--- config.mk ---
export PLATFORM = sky130hd
export DESIGN_NAME = baby_control_unit
export DESIGN_NICKNAME = d
export VERILOG_FILES = /design/src/rtl/baby_control_unit.sv
export SDC_FILE = /design/constraint.sdc
export NUM_CORES = 1
export LEC_CHECK = 0
export BUFFER_PORTS_ARGS = -buffer_cell sky130_fd_sc_hd__buf_2
export CAP_MARGIN = 20
export CORE_AREA = 4 4 133 110
export CTS_CLUSTER_DIAMETER = 200
export DETAILED_ROUTE_END_ITERATION = 16
export DIE_AREA = 0 0 137 114
export GPL_ROUTABILITY_DRIVEN = 0
export PLACE_DENSITY = 0.72
export SYNTH_ARGS = -nofsm -noshare
export SYNTH_HDL_FRONTEND = slang
export SYNTH_SLANG_ARGS = --single-unit
--- constraint.sdc ---
create_clock -name clk -period 9.5 [get_ports clk]
set_input_delay 0.475 -clock clk [delete_from_list [all_inputs] [get_ports clk]]
set_output_delay 0.475 -clock clk [all_outputs]
set_load 0.01 [all_outputs]
--- src/rtl/baby_control_unit.sv ---
// baby_control_unit: Manchester Baby fetch/decode/execute sequencer.
// All arithmetic is routed through one external subtractor.
module baby_control_unit #(
    parameter int ADDR_W = 5,
    parameter int DATA_W = 32
) (
    input  logic              clk,
    input  logic              rst,
    input  logic              run,
    output logic [ADDR_W-1:0] mem_addr,
    output logic              mem_rd,
    output logic              mem_wr,
    output logic [DATA_W-1:0] mem_wdata,
    input  logic [DATA_W-1:0] mem_rdata,
    input  logic              mem_ready,
    output logic [DATA_W-1:0] sub_a,
    output logic [DATA_W-1:0] sub_b,
    output logic              sub_borrow_in,
    input  logic [DATA_W-1:0] sub_result,
    input  logic              sub_borrow_out,
    output logic [DATA_W-1:0] acc,
    output logic [DATA_W-1:0] ci,
    output logic              halted,
    output logic              overflow_dbg
);
    localparam logic [2:0] HALT  = 3'd0;
    localparam logic [2:0] INC   = 3'd1;
    localparam logic [2:0] FETCH = 3'd2;
    localparam logic [2:0] OPER  = 3'd3;
    localparam logic [2:0] EXEC  = 3'd4;
    localparam logic [2:0] EXEC2 = 3'd5;
    localparam logic [2:0] STORE = 3'd6;

    localparam logic [2:0] OP_JMP = 3'd0;
    localparam logic [2:0] OP_JRP = 3'd1;
    localparam logic [2:0] OP_LDN = 3'd2;
    localparam logic [2:0] OP_STO = 3'd3;
    localparam logic [2:0] OP_CMP = 3'd6;
    localparam logic [2:0] OP_STP = 3'd7;

    logic [2:0]        state;
    logic [DATA_W-1:0] pi;
    logic [DATA_W-1:0] t;
    logic [2:0]        f;
    logic [2:0]        fn;
    logic              is_sub;
    logic              is_cmp;

    // Baby bit order: function bits are reversed within PI[15:13]
    assign f      = {pi[13], pi[14], pi[15]};
    assign fn     = {mem_rdata[13], mem_rdata[14], mem_rdata[15]};
    assign is_sub = f[2:1] == 2'b10;
    assign is_cmp = state == EXEC && f == OP_CMP;

    assign halted        = state == HALT;
    assign mem_rd        = state == FETCH || state == OPER;
    assign mem_wr        = state == STORE;
    assign mem_addr      = state == FETCH ? ci[ADDR_W-1:0] : pi[ADDR_W-1:0];
    assign mem_wdata     = acc;
    assign sub_borrow_in = 1'b0;

    // Increment is CI - (-1); negation is 0 - T; JRP adds by subtracting -T
    assign sub_a = (state == INC || state == EXEC2 || is_cmp) ? ci :
                   (state == EXEC && is_sub) ? acc : '0;
    assign sub_b = (state == INC || is_cmp) ? '1 :
                   (state == EXEC || state == EXEC2) ? t : '0;

    always_ff @(posedge clk or posedge rst) begin
        if (rst) begin
            state        <= HALT;
            acc          <= '0;
            ci           <= '0;
            pi           <= '0;
            t            <= '0;
            overflow_dbg <= 1'b0;
        end else begin
            case (state)
                HALT: if (run) state <= INC;
                INC: begin
                    ci    <= sub_result;
                    state <= FETCH;
                end
                FETCH: if (mem_ready) begin
                    pi    <= mem_rdata;
                    state <= fn == OP_STO ? STORE :
                             fn == OP_CMP ? EXEC :
                             fn == OP_STP ? HALT : OPER;
                end
                OPER: if (mem_ready) begin
                    if (f == OP_JMP) begin
                        ci    <= mem_rdata;
                        state <= INC;
                    end else begin
                        t     <= mem_rdata;
                        state <= EXEC;
                    end
                end
                EXEC: begin
                    if (f == OP_JRP) t <= sub_result;
                    if (f == OP_LDN || is_sub) begin
                        acc          <= sub_result;
                        overflow_dbg <= sub_borrow_out;
                    end
                    if (f == OP_CMP && acc[DATA_W-1]) ci <= sub_result;
                    state <= f == OP_JRP ? EXEC2 : INC;
                end
                EXEC2: begin
                    ci    <= sub_result;
                    state <= INC;
                end
                STORE: if (mem_ready) state <= INC;
                default: state <= HALT;
            endcase
        end
    end
endmodule

## Yosys cells after proc, flatten, opt, wreduce, memory -nomap -nowiden

Index checks and enable logic that the tools add are counted.

| operators by class | value |
|---|---|
| add/subtract/negate cells | 0 |
| multiply operators | 0 |
| div/mod/pow operators | 0 |
| magnitude comparators | 0 |
| equal/unequal tests | 21 |
| shift operators | 0 |
| multiplexer cells | 23 |
| bitwise operators | 0 |
| reduce and logical (&&, ||, !) cells | 19 |

Operator list:

| kind | number |
|---|---|
| $mux W32 | 10 |
| $pmux W32 S3 | 1 |
| $pmux W32 S2 | 1 |
| $mux W3 | 8 |
| $pmux W3 S7 | 1 |
| $eq A3 B3 Y1 const B | 6 |
| $eq A3 B2 Y1 const B | 4 |
| $reduce_and A4 Y1 | 3 |
| $ne A2 B1 Y1 const B | 4 |
| $ne A2 B2 Y1 const B | 4 |
| $eq A3 B1 Y1 const B | 2 |
| $logic_not A3 Y1 | 2 |
| $logic_or A1 B1 Y1 | 6 |
| $mux W5 | 1 |
| $reduce_and A2 Y1 | 2 |
| $logic_and A1 B1 Y1 | 3 |
| $reduce_bool A3 Y1 | 1 |
| $eq A2 B2 Y1 const B | 1 |
| $mux W2 | 1 |
| $reduce_bool A2 Y1 | 1 |
| $reduce_or A2 Y1 | 1 |

| word-level totals | value |
|---|---|
| register bits | 116 |
| latch bits | 0 |
| bits in writable memories | 0 |
| bits in read-only memories | 0 |
| input bits | 69 |
| word-level logic and storage cells | 69 |
| memories | 0 |

## Longest topological paths before layout

Gate-level depths: netlist (run 1).

| logic depth | value |
|---|---|
| depth after elaboration | 6 |
| mapped depth | 6 |
| depth with buffers taken out | 4 |

## Worst setup path after synthesis (run 1)

Ideal clock, no wire load.

| timing | value |
|---|---|
| path kind | flip-flop to output port |
| from | register state[2] |
| to | output port sub_b[10] |
| arrival time | 1,643 ps |
| required time | 9,025 ps |
| path slack | 7,382 ps |
| cell stages (with the launch flop) | 7 |
| buffers on the path | 2 |
| cell sequence | dfrtp_1 -> clkbuf_1 -> nand4b_1 -> o21a_1 -> nor2_1 -> clkbuf_1 -> a21o_1 |

| on the way | value |
|---|---|
| cells in the longest elaborated chain, start to end | 4 |
| elaborated cells between the ends (all ways) | 8 |

RTL lines:

| element | RTL line | source |
|---|---|---|
| from (decl) | 41 | `logic [2:0] state;` |
| from (signal assigned) | 85 | `state <= fn == OP_STO ? STORE :` |
| from (signal assigned) | 105 | `state <= f == OP_JRP ? EXEC2 : INC;` |
| $eq A3 B3 Y1, on equally long branches | 53, 66 |  |
| $logic_or A1 B1 Y1 or $logic_and A1 B1 Y1 (tied branches) | 66, 53 |  |
| $mux W32 or $logic_or A1 B1 Y1 (tied branches) | 66, 65 |  |
| $mux W32 (*) | 65 | `assign sub_b = (state == INC \|\| is_cmp) ? '1 :` |
| to (decl) | 17 | `output logic [DATA_W-1:0] sub_b,` |

Every way passes the cells marked *; elsewhere a longest branch is shown, timed or not.

## Final worst setup path (run 1)

| timing | value |
|---|---|
| from | register state[1] |
| to | output port sub_a[31] |

| on the way | value |
|---|---|
| cells in the longest elaborated chain, start to end | 4 |
| elaborated cells between the ends (all ways) | 9 |

RTL lines:

| element | RTL line | source |
|---|---|---|
| $eq A3 B3 Y1 (tied with other cells) | 53, 64 |  |
| $logic_and A1 B1 Y1 (tied with other cells) | 64 | `(state == EXEC && is_sub) ? acc : '0;` |
| $mux W32 or $logic_or A1 B1 Y1 (tied branches) | 64, 63 |  |
| $mux W32 (*) | 63 | `assign sub_a = (state == INC \|\| state == EXEC2 \|\| is_cmp) ? ci :` |
| to (decl) | 16 | `output logic [DATA_W-1:0] sub_a,` |

Marks and branches as above.

==> out/summary.txt, run 1 <==
Largest net degree at the start of global routing = 59
Worst Setup End Kind = output pin
Synthesized area = 5890 sq um
Chip width = 137 um
Vias = 4,491
Routed wire length = 16,200 um
Die ar. = 15,600 sq um
Max Cap Viol = 0
HPWL Detailed = 11,500 um
Final Hold Fails = 0
GRT Total Usage = 20.8%
Initial antenna violation count = 0
CP max stage cell = nor3b_4
Worst vdd rail ir drop = 207 uV
Worst Setup Start Kind = flop
Period utilisation layout = 45.1%
YS warnings = 0
Yosys top cell by area = dfrtp_1
Primary FF master, synth = dfrtp_1
HP Class = in2async
Final Setup Violations = 0
Cells on worst reg2reg path = 6
Max_slew headroom = 29.9%
Synth area leaders = dfrtp_1, mux2_2, a22o_1, a21o_1, buf_4
Most frequent CP cell = buf_4
Skew final = 0.00660 ns
Setup slack, reg-to-reg = 5.91 ns
Rows = 38
Post-synthesis adder-cell area fraction = 0%
Final Slew Violations = 0
Clock transition at the registers of the reported paths = 0.07 ns
Critical Path Max Stage Delay = 0.95 ns
Final core occ = 55.2%
Pwr/cell area = 367 nW/um^2
Critical path cell sequence = nor3b_4 -> buf_4 -> and2_1 -> buf_4 -> a22o_1 -> buf_2
Total core area = 13,300 sq um
RSZ-0062 raised after global routing = no
R2r startpoint = state[1]
CTS tree = built
Simple-gate share of the synthesized area = 3.25%
CP Class = reg2out
Fmax achieved = 0.234 GHz
Run status = completed
Post-synth ARST share = 100%
Largest family of logic cells by synthesized area = multiplexers
Crit-path leading delay family = simple AND/OR/NAND/NOR gates
Cts bufs inserted = 9
Vias in the first global route = 4,702
H-Tree Depth = 3
Syn_area_per_cell = 12.7 sq um
Post-synth EDFFs = 0
Net count after synthesis = 534
Sum Neg Setup Slack = 0 ns
Crit path max fanout = 19
Worst path buffer plus inverter count = 3
Final #Nets = 723
Port bufs = 237
Post-CTS Setup Repair Bufs = 0
Crit path required time = 9.03 ns
Xor/xnor share of the synthesized area = 0.149%
Post-synthesis compound-gate area fraction = 10.9%
Sequential fraction of the synthesis area = 45.9%
Distinct cells, synth = 34
Clock sink total = 108
#FFs+latches synth = 108
Slew @ Worst Pin = 1.05 ns
Grt total ovfl = 0
Clk_lat worst skew = 0.35 ns
Vert. Die Dim = 114 um
Commonest cells after routing, fill and taps aside = buf_2, mux2_2, dfrtp_1
Cts repair resizes = 0
Initial Util = 44.2%
Antenna Cells = 0
Leak = 0.00371 uW
Commonest non-fill, non-tap cell in the layout = buf_2
Layout cells sized above 1 = 64.6%
First DRT Iteration DRCs = 136
Crit path DAT = 3.81 ns
Mapped Cells = 465
DRC = 0
DR WL/cell = 19.4 um
CTS Hold Bufs = 0
First-pass GRT wire length = 25,600 um
Critical R2R Capture = t[7]
Mux share of post-synthesis cell area = 33.1%
Synth top area share = 45.9%
Area grow syn2layout = 24.7%
Min Clock Period, post-route = 4.28 ns
Clock Tree Root = clkbuf_16
1st-pass router iterations = 4
# IOs = 239
Final ANT Viol Nets = 0
Post-DR vias/cell = 5.35
Clock Tree Buf Depth = 2
==> sequential cells by signal, indices dropped and copies added, names as in the netlist <==
register and cells:
acc 32, ci 32, t 32, pi 8, state 3, overflow_dbg 1
==> metal layers <==
metal  global-route usage, %  share of wire (%)  vias to the layer above
met2                    34.6                 48                      174
met3                    5.91                8.1                       20
met1                    26.5                 42                     2250
li1                        -                  -                     2047
met4                    6.05                1.3                        0
met5                       0                  0                        -
==> per-stage QoR <==
stage	instance area (sq um)	instances	setup WS [ns]	hold slack, ns	power (uW)
after floorplan	5890	465	6.18	0.459	1850
after global placement	7010	822	5.72	0.468	2290
after detailed placement	7010	822	5.53	0.475	2330
after CTS	7320	838	5.16	0.245	2730
after global routing	7340	839	4.93	0.268	2880
final	7340	839	5.22	0.216	2700
==> Yosys cell counts (2+ instances only) <==
cell and instances:
buf_2 7, a21oi_1 5, nand4b_1 2, mux2_1 17
buf_1 3, mux2_2 156, inv_1 5, nor2b_1 2
a22o_1 32, a21o_1 33, or2_2 2, o21ai_0 5
buf_4 33, dfrtp_1 108, nand2b_1 3, nor3_1 3
nor2_1 9, nand2_1 3, clkbuf_1 22
==> final cells by class <==
cell class              instances  area, sq um
inverters                       5         21.3
flip-flops and latches        108         2700
multi-input cells             287         2840
fillers                      1148         5970
repair buffers                243         1250
clock inverters                 6         63.8
well taps                     180          225
clock buffers                  10          239
==> worst max path at each step <==
| stage | start | to | slack [ns] | cells past startpoint |
|---|---|---|---|---|
| final | state[1] | sub_a[31] | 5.22 | 6 |
| after global routing | state[2] | sub_a[9] | 4.93 | 6 |
| after CTS | state[1] | sub_a[12] | 5.16 | 6 |
| after detailed placement | state[1] | sub_a[1] | 5.53 | 6 |
| after global placement | state[1] | sub_a[12] | 5.72 | 6 |
| after floorplan | rst | acc[0] | 6.18 | 1 |
==> logic make-up (layout without fill, tap and decap cells) <==
family / count (synthesis) / in the layout
mux: 173 / 173
flops: 108 / 108
compound gates: 82 / 82
buf+inv: 70 / 264
simple gates: 30 / 30
other cells: 1 / 1
xor+xnor: 1 / 1
==> worst register-to-register path: stages (launching register included) <==
cell and delay (ns):
dfrtp_1 0.61, nor3b_4 0.95, buf_4 0.45, nor4b_4 0.35, a2bb2oi_4 0.52, buf_16 0.24, mux2_2 0.36
==> power breakdown <==
| part | internal (uW) | leakage (uW) | switching [uW] |
|---|---|---|---|
| logic | 710 | 0.00229 | 698 |
| clock network | 211 | 0.000144 | 172 |
| registers | 701 | 0.00127 | 207 |
Note: power is estimated with default switching activity, not from simulation.
==> inputs of run 2 (changes only) <==
==> config.mk (replaced) <==
export PLATFORM = sky130hd
export DESIGN_NAME = baby_control_unit
export DESIGN_NICKNAME = d
export VERILOG_FILES = /design/src/rtl/baby_control_unit.sv
export SDC_FILE = /design/constraint.sdc
export NUM_CORES = 1
export LEC_CHECK = 0
export ABC_AREA = 1
export BUFFER_PORTS_ARGS = -buffer_cell sky130_fd_sc_hd__buf_2
export CAP_MARGIN = 20
export CORE_AREA = 4 4 139 114
export CTS_CLUSTER_DIAMETER = 200
export DETAILED_ROUTE_END_ITERATION = 16
export DIE_AREA = 0 0 143 118
export GPL_ROUTABILITY_DRIVEN = 0
export PLACE_DENSITY = 0.74
export SYNTH_ARGS = -nofsm -noshare
export SYNTH_HDL_FRONTEND = slang
export SYNTH_SLANG_ARGS = --single-unit
==> constraint.sdc (replaced) <==
create_clock -name clk -period 3.55 [get_ports clk]
set_input_delay 0.1775 -clock clk [delete_from_list [all_inputs] [get_ports clk]]
set_output_delay 0.1775 -clock clk [all_outputs]
set_load 0.01 [all_outputs]
==> out/summary.txt, run 2 <==
Run status = completed (unchanged)
Synthesized area = 6400 sq um (was 5890 sq um)
Post-synth EDFFs = 0 (unchanged)
Die ar. = 16,900 sq um (was 15,600 sq um)
Distinct cells, synth = 22 (was 34)
Combinational Power Share = 55.2% (was 52.2%)
Crit path required time = 3.79 ns (was 9.03 ns)
Syn_area_per_cell = 6.62 sq um (was 12.7 sq um)
Antenna Cells = 0 (unchanged)
Clk_lat worst skew = 0.35 ns (about the same)
Commonest cells after routing, fill and taps aside = nand2_1, buf_2, nand3_1 (was buf_2, mux2_2, dfrtp_1)
Final ANT Viol Nets = 0 (unchanged)
Routed wire length = 21,000 um (was 16,200 um)
Final #Nets = 1,204 (was 723)
GRT Total Usage = 24.8% (was 20.8%)
Commonest non-fill, non-tap cell in the layout = nand2_1 (was buf_2)
Largest net degree at the start of global routing = 51 (was 59)
RSZ-0062 raised after global routing = no (unchanged)
H-Tree Depth = 3 (unchanged)
Worst Setup Start Kind = flop (unchanged)
Area grow syn2layout = 19.7% (was 24.7%)
Total core area = 14,300 sq um (was 13,300 sq um)
Most common cell in the netlist = nand2_1 (was mux2_2)
Grt total ovfl = 0 (unchanged)
Crit path DAT = 3.14 ns (was 3.81 ns)
DP Area = 7380 sq um (was 7010 sq um)
Sw Ratio = 50.0% (was 39.9%)
CTS tree = built (unchanged)
YS warnings = 0 (unchanged)
Switching power = 3780 uW (was 1080 uW)
Post-synth ARST share = 100% (unchanged)
Hold wc startpoint = sub_borrow_out
Crit path max fanout = 39 (was 19)
Final Setup Violations = 0 (unchanged)
Max_slew headroom = 41.3% (was 29.9%)
Cts bufs inserted = 9 (unchanged)
Clock Tree Buf Depth = 2 (unchanged)
Pwr/cell area = 988 nW/um^2 (was 367 nW/um^2)
# IOs = 239 (unchanged)
Min Clock Period, post-route = 2.91 ns
Leak = 0.00478 uW (was 0.00371 uW)
R2r startpoint = state[2] (was state[1])
Cts repair resizes = 0 (unchanged)
Mapped Cells = 966 (was 465)
DR WL/cell = 15.8 um (was 19.4 um)
Sequential fraction of the synthesis area = 42.2% (was 45.9%)
Non-filler instance count after layout = 1,324 (was 839)
DRC = 0 (unchanged)
First-pass GRT wire length = 33,600 um (was 25,600 um)
Clock power share = 12.4% (was 14.2%)
1st-pass router iterations = 5 (was 4)
Vias = 6,575 (was 4,491)
Layout cells sized above 1 = 24.6% (was 64.6%)
Vias in the first global route = 6,188 (was 4,702)
Vert. Die Dim = 118 um (was 114 um)
Worst hold slack = 0.0609 ns (was 0.216 ns)
Port bufs = 237 (unchanged)
Final Hold Fails = 0 (unchanged)
CP Launch Point = state[2] (was state[1])
# placed instances = 1,307 (was 822)
Worst vdd rail ir drop = 513 uV (was 207 uV)
Period utilisation layout = 81.9%
#FFs+latches synth = 108 (unchanged)
Synth area leaders = dfrtp_1, nand2_1, nand3_1, buf_4, buf_2 (was dfrtp_1, mux2_2, a22o_1, a21o_1, buf_4)
Net count after synthesis = 1,035 (was 534)
P_int = 3780 uW (was 1620 uW)
Sum Neg Setup Slack = 0 ns (unchanged)
Post-DR vias/cell = 4.97 (was 5.35)
Slew @ Worst Pin = 0.879 ns (was 1.05 ns)
CP Class = reg2reg (was reg2out)
Chip width = 143 um (was 137 um)
Worst Setup End Kind = flop (was output pin)
Commonest cells in the netlist = nand2_1, nand3_1, dfrtp_1 (was mux2_2, dfrtp_1, a21o_1, buf_4, a22o_1)
Skew final = 0.00609 ns (was 0.00660 ns)
Clock transition at the registers of the reported paths = 0.07 ns (about the same)
Regs by FF count = acc x32, ci x32, t x32 (unchanged)
Seq pwr share = 32.4% (was 33.6%)
Fmax achieved = 0.344 GHz
Final Instance Area = 7660 sq um (was 7340 sq um)
Final Slew Violations = 0 (unchanged)
First DRT Iteration DRCs = 660 (was 136)
Primary FF master, synth = dfrtp_1 (unchanged)
Initial antenna violation count = 1 (was 0)
Clock Tree Root = clkbuf_16 (unchanged)
Yosys top cell by area = dfrtp_1 (unchanged)
Rows = 39 (was 38)
HP Class = in2reg (was in2async)
Max Cap Viol = 0 (unchanged)
Synth top area share = 42.2% (was 45.9%)
Initial Util = 44.7% (was 44.2%)
HPWL Detailed = 14,900 um (was 11,500 um)
Clock sink total = 108 (unchanged)
run 2: cell types whose count changed after synthesis, sizes merged, moves of 3 or more:
cell and delta:
a21oi -5, buf +39, a21o -33, inv +44, a22o -32, nor2 +7
o21ai +33, nand2 +544, nand2b -3, nand3 +111, mux2 -173, clkbuf -13
run 2: area by class of cell:
cell class / instances / area, sq um
clock inverters: 2 / 10.0
inverters: 49 / 189
multi-input cells: 718 / 2980
clock buffers: 14 / 254
flip-flops and latches: 108 / 2700
repair buffers: 249 / 1290
well taps: 184 / 230
fillers: 1477 / 6640
run 2: repair_timing:
item / CTS / global route
hold buffers: 1 / 0
setup buffers: 0 / 0
hold endpoints to repair: 48 / 0
run 2: final timing paths:
check	to	slack, ns	depth (start not counted)
max in group asynchronous	t[9]	2.18	4
worst max register to register	t[26]	0.64	7
min in group asynchronous	t[27]	0.47	3
worst max-delay path	t[26]	0.64	7
worst min register to register	t[12]	0.47	2
worst min-delay path	overflow_dbg	0.06	3
run 2: cells by family (layout without fill, tap and decap cells):
group                  Yosys count  after routing  synth area share [%]
and+or+nand+nor                677            677                  42.9
buffers and inverters          140            314                  11.6
DFF                            108            108                  42.2
AOI/OAI and AO/OA               40             40                  3.17
other                            1              1                0.0586
run 2: per-stage QoR:
| step | utilization (%) | power [uW] | setup slack (ns) |
|---|---|---|---|
| after floorplan | - | 5250 | 0.527 |
| after global placement | 51.6 | 6570 | 0.816 |
| after detailed placement | 51.6 | 6670 | 0.677 |
| after CTS | 53.6 | 7630 | 0.677 |
| after global routing | 53.6 | 8260 | 0.445 |
| final | 53.6 | 7570 | 0.641 |
run 2: worst max-delay path, cell delays in order, from the launching register on:
cell,delay (ns)
dfrtp_2,0.88
inv_2,0.21
nor2_4,0.24
nand2_1,0.12
nand2_2,0.51
nand2_2,0.56
nand2_1,0.19
nand2_1,0.07
run 2: metal layers:
metal | share of wire [%] | GRT usage [%] | wire length (um) | up-vias
met3 | 7.6 | 5.20 | 1600 | 22
met5 | 0.033 | 0 | 7 | -
met2 | 45 | 38.6 | 9390 | 254
met4 | 0.95 | 4.63 | 198 | 2
li1 | - | - | - | 3274
met1 | 47 | 36.0 | 9760 | 3023
run 2: power by group through the flow:
stage | sequential, uW | clock (uW) | combinational [uW]
6_report | 2450 | 941 | 4180
5_1_grt | 2550 | 1000 | 4700
4_1_cts | 2440 | 958 | 4230
3_5_place_dp | 2450 | 0 | 4220
3_3_place_gp | 2440 | 0 | 4130
2_1_floorplan | 2410 | 0 | 2840
==> inputs of run 3 (changes only) <==
--- a/config.mk
+++ b/config.mk
@@ -13,7 +13,7 @@
 export DETAILED_ROUTE_END_ITERATION = 16
 export DIE_AREA = 0 0 143 118
 export GPL_ROUTABILITY_DRIVEN = 0
-export PLACE_DENSITY = 0.74
+export PLACE_DENSITY = 0.71
 export SYNTH_ARGS = -nofsm -noshare
 export SYNTH_HDL_FRONTEND = slang
 export SYNTH_SLANG_ARGS = --single-unit
==> constraint.sdc (replaced) <==
create_clock -name clk -period 3 [get_ports clk]
set_input_delay 0.15 -clock clk [delete_from_list [all_inputs] [get_ports clk]]
set_output_delay 0.15 -clock clk [all_outputs]
set_load 0.01 [all_outputs]
==> out/summary.txt, run 3 (synthesized netlist as in run 2, its figures left out) <==
Run status = completed (unchanged)
# IOs = 239 (unchanged)
H-Tree Depth = 3 (unchanged)
Skew final = 0.0101 ns (was 0.00609 ns)
Most frequent CP cell = nand2_1 (unchanged)
Pwr/cell area = 1170 nW/um^2 (was 988 nW/um^2)
Clock sink total = 108 (unchanged)
Final ANT Viol Nets = 0 (unchanged)
Routed wire length = 20,700 um (was 21,000 um)
CTS tree = built (unchanged)
HP Class = in2reg (unchanged)
DR WL/cell = 15.6 um (was 15.8 um)
Regs by FF count = acc x32, ci x32, t x32 (unchanged)
Commonest non-fill, non-tap cell in the layout = nand2_1 (unchanged)
Chip width = 143 um (unchanged)
RSZ-0062 raised after global routing = no (unchanged)
Worst Setup Start Kind = flop (unchanged)
Max Cap Viol = 0 (unchanged)
Worst vdd rail ir drop = 493 uV (was 513 uV)
Hold path endpoint = overflow_dbg (unchanged)
Cts bufs inserted = 9 (unchanged)
Initial antenna violation count = 1 (unchanged)
Port bufs = 237 (unchanged)
Hold wc startpoint = sub_borrow_out (unchanged)
Leak = 0.00482 uW (was 0.00478 uW)
Hold path cells = 3 (unchanged)
Final Setup Violations = 0 (unchanged)
Final Hold Fails = 0 (unchanged)
Non-filler instance count after layout = 1,330 (was 1,324)
R2r startpoint = state[2] (unchanged)
Worst Setup End Kind = output pin (was flop)
Clock Tree Buf Depth = 2 (unchanged)
Crit path max fanout = 28 (was 39)
Grt total ovfl = 0 (unchanged)
DP Area = 7420 sq um (was 7380 sq um)
Crit path DAT = 2.47 ns (was 3.14 ns)
Critical R2R Capture = acc[11] (was t[26])
Critical path cell sequence = inv_2 -> nor2_4 -> nand2_1 -> nand2_1 -> buf_4 -> nand2_1 -> nand2_1 -> buf_2 (was inv_2 -> nor2_4 -> nand2_1 -> nand2_2 -> nand2_2 -> nand2_1 -> nand2_1)
Slew @ Worst Pin = 0.876 ns (was 0.879 ns)
GRT Total Usage = 24.6% (was 24.8%)
Final Slew Violations = 0 (unchanged)
1st-pass router iterations = 5 (unchanged)
CP Class = reg2out (was reg2reg)
# placed instances = 1,313 (was 1,307)
Rows = 39 (unchanged)
Commonest cells after routing, fill and taps aside = nand2_1, buf_2, nand3_1 (unchanged)
Min Clock Period, post-route = 2.62 ns
Largest net degree at the start of global routing = 62 (was 51)
Vert. Die Dim = 118 um (unchanged)
First DRT Iteration DRCs = 340 (was 660)
Crit-path leading delay family = simple AND/OR/NAND/NOR gates (unchanged)
Clk_lat worst skew = 0.35 ns (about the same)
Layout cells sized above 1 = 25.4% (was 24.6%)
Worst hold slack = 0.0323 ns (was 0.0609 ns)
Post-DR vias/cell = 4.99 (was 4.97)
Worst path buffer plus inverter count = 3 (was 1)
DRC = 0 (unchanged)
Final Instance Area = 7720 sq um (was 7660 sq um)
Vias = 6,632 (was 6,575)
Max_slew headroom = 41.5% (was 41.3%)
Period utilisation layout = 87.5%
Die ar. = 16,900 sq um (unchanged)
Critical Path Max Stage Delay = 0.70 ns (was 0.88 ns)
Antenna Cells = 0 (unchanged)
Final #Nets = 1,210 (was 1,204)
Crit path required time = 2.85 ns (was 3.79 ns)
CP max stage cell = dfrtp_2 (unchanged)
Cells on worst reg2reg path = 6 (was 7)
Final core occ = 54.0% (was 53.6%)
Fmax achieved = 0.381 GHz
HPWL Detailed = 15,000 um (was 14,900 um)
Vias in the first global route = 6,075 (was 6,188)
Initial Util = 44.7% (unchanged)
Setup slack, reg-to-reg = 0.75 ns (was 0.64 ns)
Clock Tree Root = clkbuf_16 (unchanged)
Sum Neg Setup Slack = 0 ns (unchanged)
Total core area = 14,300 sq um (unchanged)
Cts repair resizes = 0 (unchanged)
Area grow syn2layout = 20.7% (was 19.7%)
Clock transition at the registers of the reported paths = 0.07 ns (about the same)
First-pass GRT wire length = 33,200 um (was 33,600 um)
[run 3: changes by cell type in the layout (fill, tap and decap cells not counted)]
cell / delta
a21boi_2: +1
a21boi_4: -1
buf_4: +6
clkbuf_1: -4
clkinv_4: +2
inv_6: +1
inv_8: +1
[run 3: how the worst max path moves through the flow]
stage,end,startpoint,cells after the start
2_1_floorplan,acc[0],rst,1
3_3_place_gp,ci[6],state[2],7
3_5_place_dp,sub_a[20],state[2],8
4_1_cts,sub_a[20],state[2],8
5_1_grt,sub_a[20],state[2],8
6_report,sub_a[20],state[2],8
[run 3: layer usage]
| metal | part of all wire (%) | up-vias | wire length (um) | track usage, % |
|---|---|---|---|---|
| li1 | - | 3297 | - | - |
| met1 | 46 | 3047 | 9570 | 37.0 |
| met2 | 44 | 269 | 9080 | 37.4 |
| met3 | 8.9 | 17 | 1830 | 4.71 |
| met4 | 0.91 | 2 | 188 | 3.68 |
| met5 | 0.058 | - | 12 | 0 |
[run 3: metrics by stage]
| stage | setup slack, ns | power, uW |
|---|---|---|
| after global placement | 0.799 | 7840 |
| after global routing | 0.214 | 9850 |
| after CTS | 0.359 | 9110 |
| after detailed placement | 0.756 | 7920 |
| after floorplan | 0.00440 | 6210 |
| final | 0.376 | 9050 |
[run 3: worst reg2reg max path: cells and delay by family, from the launching register on]
family / cells / cell delay, ns
and+or+nand+nor: 3 / 0.71
DFF: 1 / 0.70
buffers and inverters: 2 / 0.65
AOI/OAI and AO/OA: 1 / 0.07
[run 3: layout make-up]
type	instances	area [sq um]
fill	1482	6580
multi-input combinational	718	2970
sequential	108	2700
timing repair buffer	255	1340
clock buffer	10	239
tap	184	230
inverter	49	189
clock inverter	6	47.5
[run 3: report_power, final]
part | switching, uW | internal (uW)
clock network | 561 | 596
logic | 3230 | 1770
registers | 723 | 2170
[run 3: repair_timing]
| action | 4_1_cts | 5_1_grt |
|---|---|---|
| setup buffers | 0 | 0 |
| hold buffers | 1 | 0 |
| endpoints found under the hold margin | 47 | 0 |
